[src/rtl/traffic_light_monitor.sv]
// traffic_light_monitor
//
// Receive-side safety and sequence monitor for the traffic light controller's lamp outputs.
// Each clock it samples the four lamp vectors, decodes them into a phase number (1-6, 0 for
// no legal phase), and checks lamp encoding, conflicting greens, phase order and, optionally,
// per-phase dwell time.
//
// Optional feature macro: TLM_TIMING_CHECK_EN
//   defined     -> understay/overstay checks active (err_flags[4:3])
//   not defined -> dwell comparators omitted, err_flags[4:3] stay 0
//
// Ports:
//   clk        in   1  rising-edge clock
//   rst        in   1  synchronous active-high reset
//   light_M1   in   3  lamp vector, 001 green / 010 yellow / 100 red
//   light_M2   in   3  lamp vector
//   light_MT   in   3  lamp vector
//   light_S    in   3  lamp vector
//   clr_err    in   1  clears err_flags and err_cnt
//   phase      out  3  decoded phase of previous sample (0 = none)
//   locked     out  1  monitor is tracking the sequence
//   err_flags  out  5  sticky: [0] encoding [1] conflict [2] sequence [3] understay [4] overstay
//   err_pulse  out  1  one cycle per erroring sample
//   err_cnt    out  8  erroring samples, saturates at 255
//   cycle_cnt  out 16  completed P1..P6->P1 cycles, wraps

module traffic_light_monitor #(
  parameter int unsigned DWELL_P1 = 8,
  parameter int unsigned DWELL_P2 = 3,
  parameter int unsigned DWELL_P3 = 6,
  parameter int unsigned DWELL_P4 = 4,
  parameter int unsigned DWELL_P5 = 4,
  parameter int unsigned DWELL_P6 = 3,
  parameter int unsigned CNT_W    = 5
) (
  input  logic        clk,
  input  logic        rst,
  input  logic [2:0]  light_M1,
  input  logic [2:0]  light_M2,
  input  logic [2:0]  light_MT,
  input  logic [2:0]  light_S,
  input  logic        clr_err,
  output logic [2:0]  phase,
  output logic        locked,
  output logic [4:0]  err_flags,
  output logic        err_pulse,
  output logic [7:0]  err_cnt,
  output logic [15:0] cycle_cnt
);

  localparam logic [2:0] LampG = 3'b001;
  localparam logic [2:0] LampY = 3'b010;
  localparam logic [2:0] LampR = 3'b100;

  localparam logic [CNT_W-1:0] DwellMax = '1;
  localparam logic [CNT_W-1:0] DwellOne = CNT_W'(1);

  typedef enum logic [0:0] {StSync, StTrack} state_e;

  state_e           state_q, state_d;
  logic [2:0]       prev_phase_q;
  logic [CNT_W-1:0] dwell_q, dwell_d;

  logic [2:0] cur_phase;
  logic [2:0] succ_phase;
  logic       enc_err, conf_err, seq_err, under_err, over_err;
  logic       cyc_inc;
  logic [4:0] err_new;
  logic       err_any;

  function automatic logic is_one_hot(logic [2:0] v);
    return (v == LampG) || (v == LampY) || (v == LampR);
  endfunction

`ifdef TLM_TIMING_CHECK_EN
  function automatic logic [CNT_W-1:0] dwell_req(logic [2:0] p);
    case (p)
      3'd1:    return CNT_W'(DWELL_P1);
      3'd2:    return CNT_W'(DWELL_P2);
      3'd3:    return CNT_W'(DWELL_P3);
      3'd4:    return CNT_W'(DWELL_P4);
      3'd5:    return CNT_W'(DWELL_P5);
      3'd6:    return CNT_W'(DWELL_P6);
      default: return '0;
    endcase
  endfunction
`endif

  // Exact-match decode of all four vectors.
  always_comb begin
    cur_phase = 3'd0;
    case ({light_M1, light_M2, light_MT, light_S})
      {LampG, LampG, LampR, LampR}: cur_phase = 3'd1;
      {LampG, LampY, LampR, LampR}: cur_phase = 3'd2;
      {LampG, LampR, LampG, LampR}: cur_phase = 3'd3;
      {LampY, LampR, LampY, LampR}: cur_phase = 3'd4;
      {LampR, LampR, LampR, LampG}: cur_phase = 3'd5;
      {LampR, LampR, LampR, LampY}: cur_phase = 3'd6;
      default:                      cur_phase = 3'd0;
    endcase
  end

  // Encoding and conflict checks are independent of decode and FSM state.
  always_comb begin
    enc_err  = !is_one_hot(light_M1) || !is_one_hot(light_M2) ||
               !is_one_hot(light_MT) || !is_one_hot(light_S);
    conf_err = ((light_S != LampR) &&
                ((light_M1 != LampR) || (light_M2 != LampR) || (light_MT != LampR))) ||
               ((light_MT != LampR) && (light_M2 != LampR));
  end

  assign succ_phase = (prev_phase_q == 3'd6) ? 3'd1 : prev_phase_q + 3'd1;

  // In TRACK, prev_phase_q always holds the phase being tracked.
  always_comb begin
    state_d   = state_q;
    dwell_d   = dwell_q;
    seq_err   = 1'b0;
    under_err = 1'b0;
    over_err  = 1'b0;
    cyc_inc   = 1'b0;
    unique case (state_q)
      StSync: begin
        if ((cur_phase == 3'd1) && (prev_phase_q != 3'd1)) begin
          state_d = StTrack;
          dwell_d = DwellOne;
        end else begin
          dwell_d = '0;
        end
      end
      StTrack: begin
        if (cur_phase == prev_phase_q) begin
          if (dwell_q != DwellMax) begin
            dwell_d = dwell_q + DwellOne;
          end
`ifdef TLM_TIMING_CHECK_EN
          // Fires only on the step from DWELL_Pn to DWELL_Pn+1.
          over_err = (dwell_q == dwell_req(prev_phase_q)) && (dwell_q != DwellMax);
`endif
        end else if (cur_phase == succ_phase) begin
          dwell_d = DwellOne;
          cyc_inc = (prev_phase_q == 3'd6);
`ifdef TLM_TIMING_CHECK_EN
          under_err = (dwell_q < dwell_req(prev_phase_q));
`endif
        end else begin
          seq_err = 1'b1;
          state_d = StSync;
          dwell_d = '0;
        end
      end
      default: begin
        state_d = StSync;
        dwell_d = '0;
      end
    endcase
  end

  assign err_new = {over_err, under_err, seq_err, conf_err, enc_err};
  assign err_any = |err_new;

  always_ff @(posedge clk) begin
    if (rst) begin
      state_q      <= StSync;
      prev_phase_q <= 3'd0;
      dwell_q      <= '0;
      phase        <= 3'd0;
      locked       <= 1'b0;
      err_flags    <= 5'd0;
      err_pulse    <= 1'b0;
      err_cnt      <= 8'd0;
      cycle_cnt    <= 16'd0;
    end else begin
      state_q      <= state_d;
      prev_phase_q <= cur_phase;
      dwell_q      <= dwell_d;
      phase        <= cur_phase;
      locked       <= (state_d == StTrack);
      err_pulse    <= err_any;
      // A clear in the same cycle as a new error keeps only the new error.
      err_flags    <= clr_err ? err_new : (err_flags | err_new);
      if (err_any) begin
        if (clr_err) begin
          err_cnt <= 8'd1;
        end else if (err_cnt != 8'hFF) begin
          err_cnt <= err_cnt + 8'd1;
        end
      end else if (clr_err) begin
        err_cnt <= 8'd0;
      end
      if (cyc_inc) begin
        cycle_cnt <= cycle_cnt + 16'd1;
      end
    end
  end

endmodule

[config.mk]
export PLATFORM = sky130hd
export DESIGN_NAME = traffic_light_monitor
export DESIGN_NICKNAME = d
export VERILOG_FILES = /design/src/rtl/traffic_light_monitor.sv
export SDC_FILE = /design/constraint.sdc
export NUM_CORES = 1
export LEC_CHECK = 0
export CAP_MARGIN = 30
export CORE_AREA = 8 8 75 77
export CTS_CLUSTER_SIZE = 14
export DETAILED_ROUTE_END_ITERATION = 12
export DIE_AREA = 0 0 83 85
export PLACE_DENSITY_LB_ADDON = 0.25
export SYNTH_ARGS = -nofsm -noshare
export SYNTH_HDL_FRONTEND = slang
export SYNTH_SLANG_ARGS = --single-unit
export TNS_END_PERCENT = 10
[constraint.sdc]
create_clock -name clk -period 2.3 [get_ports clk]
set_input_delay 0.46 -clock clk [delete_from_list [all_inputs] [get_ports clk]]
set_output_delay 0.46 -clock clk [all_outputs]
set_load 0.1 [all_outputs]
==> results.sh <==
export IMPL_yosysUniqueCellTypes=51
export IMPL_floorplan_io_pins=49
export IMPL_power_leakage_uw=0.00113
export IMPL_global_route_usage_total_pct=14.3
export IMPL_timing_critical_path_to_type="register"
export IMPL_timing_final_setup_violations=8
export IMPL_areaGrowthSynthToFinish_pct=50.8
export IMPL_drc_errors_left=0
export IMPL_cts_reportedPaths_clkPinSlew_ps=60
export IMPL_totalWireLength_um=5210
export IMPL_avgSynthCellArea_um2=8.56
export IMPL_synthesis_instances=218
export IMPL_clkSinkCount=32
export IMPL_pins_over_slew_limit=0
export IMPL_fin_tns_setup_ps=-356
export IMPL_critical_path_slowest_cell="or4_1"
export IMPL_rows=25
export IMPL_fmaxAchievable_ghz=0.419
export IMPL_cp_data_required_time_ps=2510
export IMPL_worst_setup_path_start_kind="input port"
export IMPL_skew_ps=3.83
export IMPL_synthDominantAreaCellType="dfxtp_1"
export IMPL_path_cells="buf_8, buf_6, nor3b_4, buf_4, nand4_4, and2_4, a41oi_2, a22o_4, a31oi_4, or4_1, a21oi_2"
export IMPL_grt_first_pass_wirelength_um=8710
export IMPL_placed_instances=333
export IMPL_antenna_found_initial=0
export IMPL_number_of_storage_elements_in_the_synthesis_netlist=32
export IMPL_drt_first_iter_violations=100
export IMPL_floorplan_initialDensity_pct=41.1
export IMPL_grt_start_max_net_pins=17
export IMPL_chipWidth_um=83
export IMPL_postLayoutSetupSlackWorst_ps=-85.3
export IMPL_yosys_cell_count_top_type="dfxtp_1"
export IMPL_timing_slew_headroom_pct=58.8
export IMPL_power_ir_vdd_worst_mv=0.293
export IMPL_instances_no_fill=359
export IMPL_postLayoutCoreUtil_pct=62.0
export IMPL_floorplan_core_area_mm2=0.00454
export IMPL_clk_root_buffer_cell="clkbuf_8"
export IMPL_cts_htree_levels=2
export IMPL_die_height_um=85
export IMPL_post_drt_wl_per_cell_um=14.5
export IMPL_synth_enable_flop_cells=0
export IMPL_final_fill_count=393
export IMPL_buffer_ports_inserted=46
export IMPL_crit_path_max_fanout=7
export IMPL_synth_top_cell_area_share_pct=34.3
export IMPL_worstSetupPathType="in2reg"
export IMPL_gp_congestion=0.871
export IMPL_post_synth_instance_area_mm2=0.00187
export IMPL_finalInstanceArea_mm2=0.00281
export IMPL_final_hpwl_dp_um=3580
export IMPL_grt_pass1_vias=1933
export IMPL_cp_num_buf_inv=3
export IMPL_antenna_cells=0
export IMPL_clock_latency_ps=270
export IMPL_grt_setup_unrepaired="yes"
export IMPL_worst_slew_pin_transition_ps=615
export IMPL_synth_common_cells="dfxtp_1 (32), nor2_1 (29), nand2_1 (16)"
export IMPL_max_clock_path_buffers=2
export IMPL_post_dp_cell_area_mm2=0.00246
export IMPL_path_delay_family="simple AND/OR/NAND/NOR gates"
export IMPL_run_status="finished, violations left"
export IMPL_drive_gt1_share_pct=42.0
export IMPL_violations_in_the_final_reports="negative setup slack"
export IMPL_r2r_slack_ps=420
export IMPL_drt_pass1_iterations=6
export IMPL_grt_remaining_overflow=0
export IMPL_min_path_type="reg2reg"
export IMPL_vias_per_cell=5.42
export IMPL_report_final_hold_viol_count=0
export IMPL_async_flop_share_pct=0
export IMPL_num_vias=1945
export IMPL_yosys_warnings=0
export IMPL_synth_top_cells_by_area="dfxtp_1 (34%), nor2_1 (5.8%), xor2_1 (4.2%), a21oi_1 (4.0%), xnor2_1 (3.8%)"
export IMPL_post_route_period_util_pct=104
export IMPL_finalCriticalPeriod_ps=2390
export IMPL_cts_tree="done"
export IMPL_ant_nets=0
export IMPL_ys_dominant_reg_cell="dfxtp_1"
export IMPL_powerDensity_mw_per_mm2=455
export IMPL_design_final_nets=321
export IMPL_die_area_mm2=0.00706
export IMPL_worstPathArrival_ps=2600
export IMPL_synth_sequential_area_ratio_pct=34.3
export IMPL_number_of_violations_of_the_max_capacitance_limit=0
export IMPL_slowest_delay_ps=510
export IMPL_cts_buffers=5
-- stage by stage --
| stage | power [uW] | worst slack, ps | hold WS (ps) |
|---|---|---|---|
| floorplan | 679 | -123 | 639 |
| global placement | 751 | -767 | 453 |
| detailed placement | 752 | -821 | 451 |
| CTS | 1280 | -33.5 | 460 |
| global route | 1320 | -204 | 491 |
| finish | 1280 | -85.3 | 458 |
-- cell usage in the layout (no fill, tap or decap), types with 6 or more instances in the layout --
cell type	netlist	final
a21oi_1	15	14
dfxtp_1	32	27
nand4_1	9	9
xor2_1	9	9
nor2_1	29	27
buf_6	0	9
nand2_1	16	16
buf_2	0	9
nand3_1	9	6
xnor2_1	8	6
buf_4	3	64
-- power by group --
| group | internal [uW] | switching, uW | leakage, uW | total, uW |
|---|---|---|---|---|
| logic | 73.7 | 120 | 0.000812 | 194 |
| clock network | 321 | 200 | 0.0000552 | 521 |
| registers | 559 | 4.33 | 0.000262 | 564 |
-- state kept, by name, indices dropped and copies added (netlist names) --
name / cells
cycle_cnt: 16
err_cnt: 8
err_flags: 3
err_pulse: 1
prev_phase_q: 3
state_q: 1
-- final cells by class --
type / instances / area, um^2 / share of cell area [%]
Inverter: 5 / 18.8 / 0.667
Multi-Input combinational cell: 174 / 1300 / 46.2
Timing Repair Buffer: 86 / 673 / 23.9
Sequential cell: 32 / 647 / 23.0
Clock inverter: 2 / 35.0 / 1.24
Clock buffer: 6 / 72.6 / 2.58
Tap cell: 54 / 67.6 / 2.40
-- worst min-delay path: stages (launching register included) --
cell,delay [ps]
dfxtp_1,310
nand2_1,50
a21oi_1,50
-- logic make-up after synthesis --
group	after synthesis	share of synthesized area, %
simple gates	110	36.1
compound gates	42	16.3
flops	32	34.3
xor+xnor	17	7.98
buf+inv	13	3.22
fa+ha+maj	2	1.34
other cells	1	0.201
mux	1	0.537
-- path summary, 6_finish.rpt --
path / start / endpoint / cells after the start
max reg2reg: prev_phase_q[2] / err_cnt[5] / 8
min reg2reg: err_flags[1] / err_flags[1] / 2
min: err_flags[1] / err_flags[1] / 2
max: light_M1[2] / err_cnt[3] / 11
-- layer usage --
layer	wire [um]	global-route usage, %	vias up
li1	-	-	968
met1	2200	15.3	920
met2	2730	26.4	51
met3	223	3.35	6
met4	55	5.11	0
met5	0	0	-
-- repair_timing --
item / in CTS / in global routing
setup buffers: 14 / 4
resized for setup: 74 / 15
pin swaps: 25 / 14
setup endpoints to repair: 24 / 19
hold buffers: 0 / 0
Power figures use the tool's default switching activity.
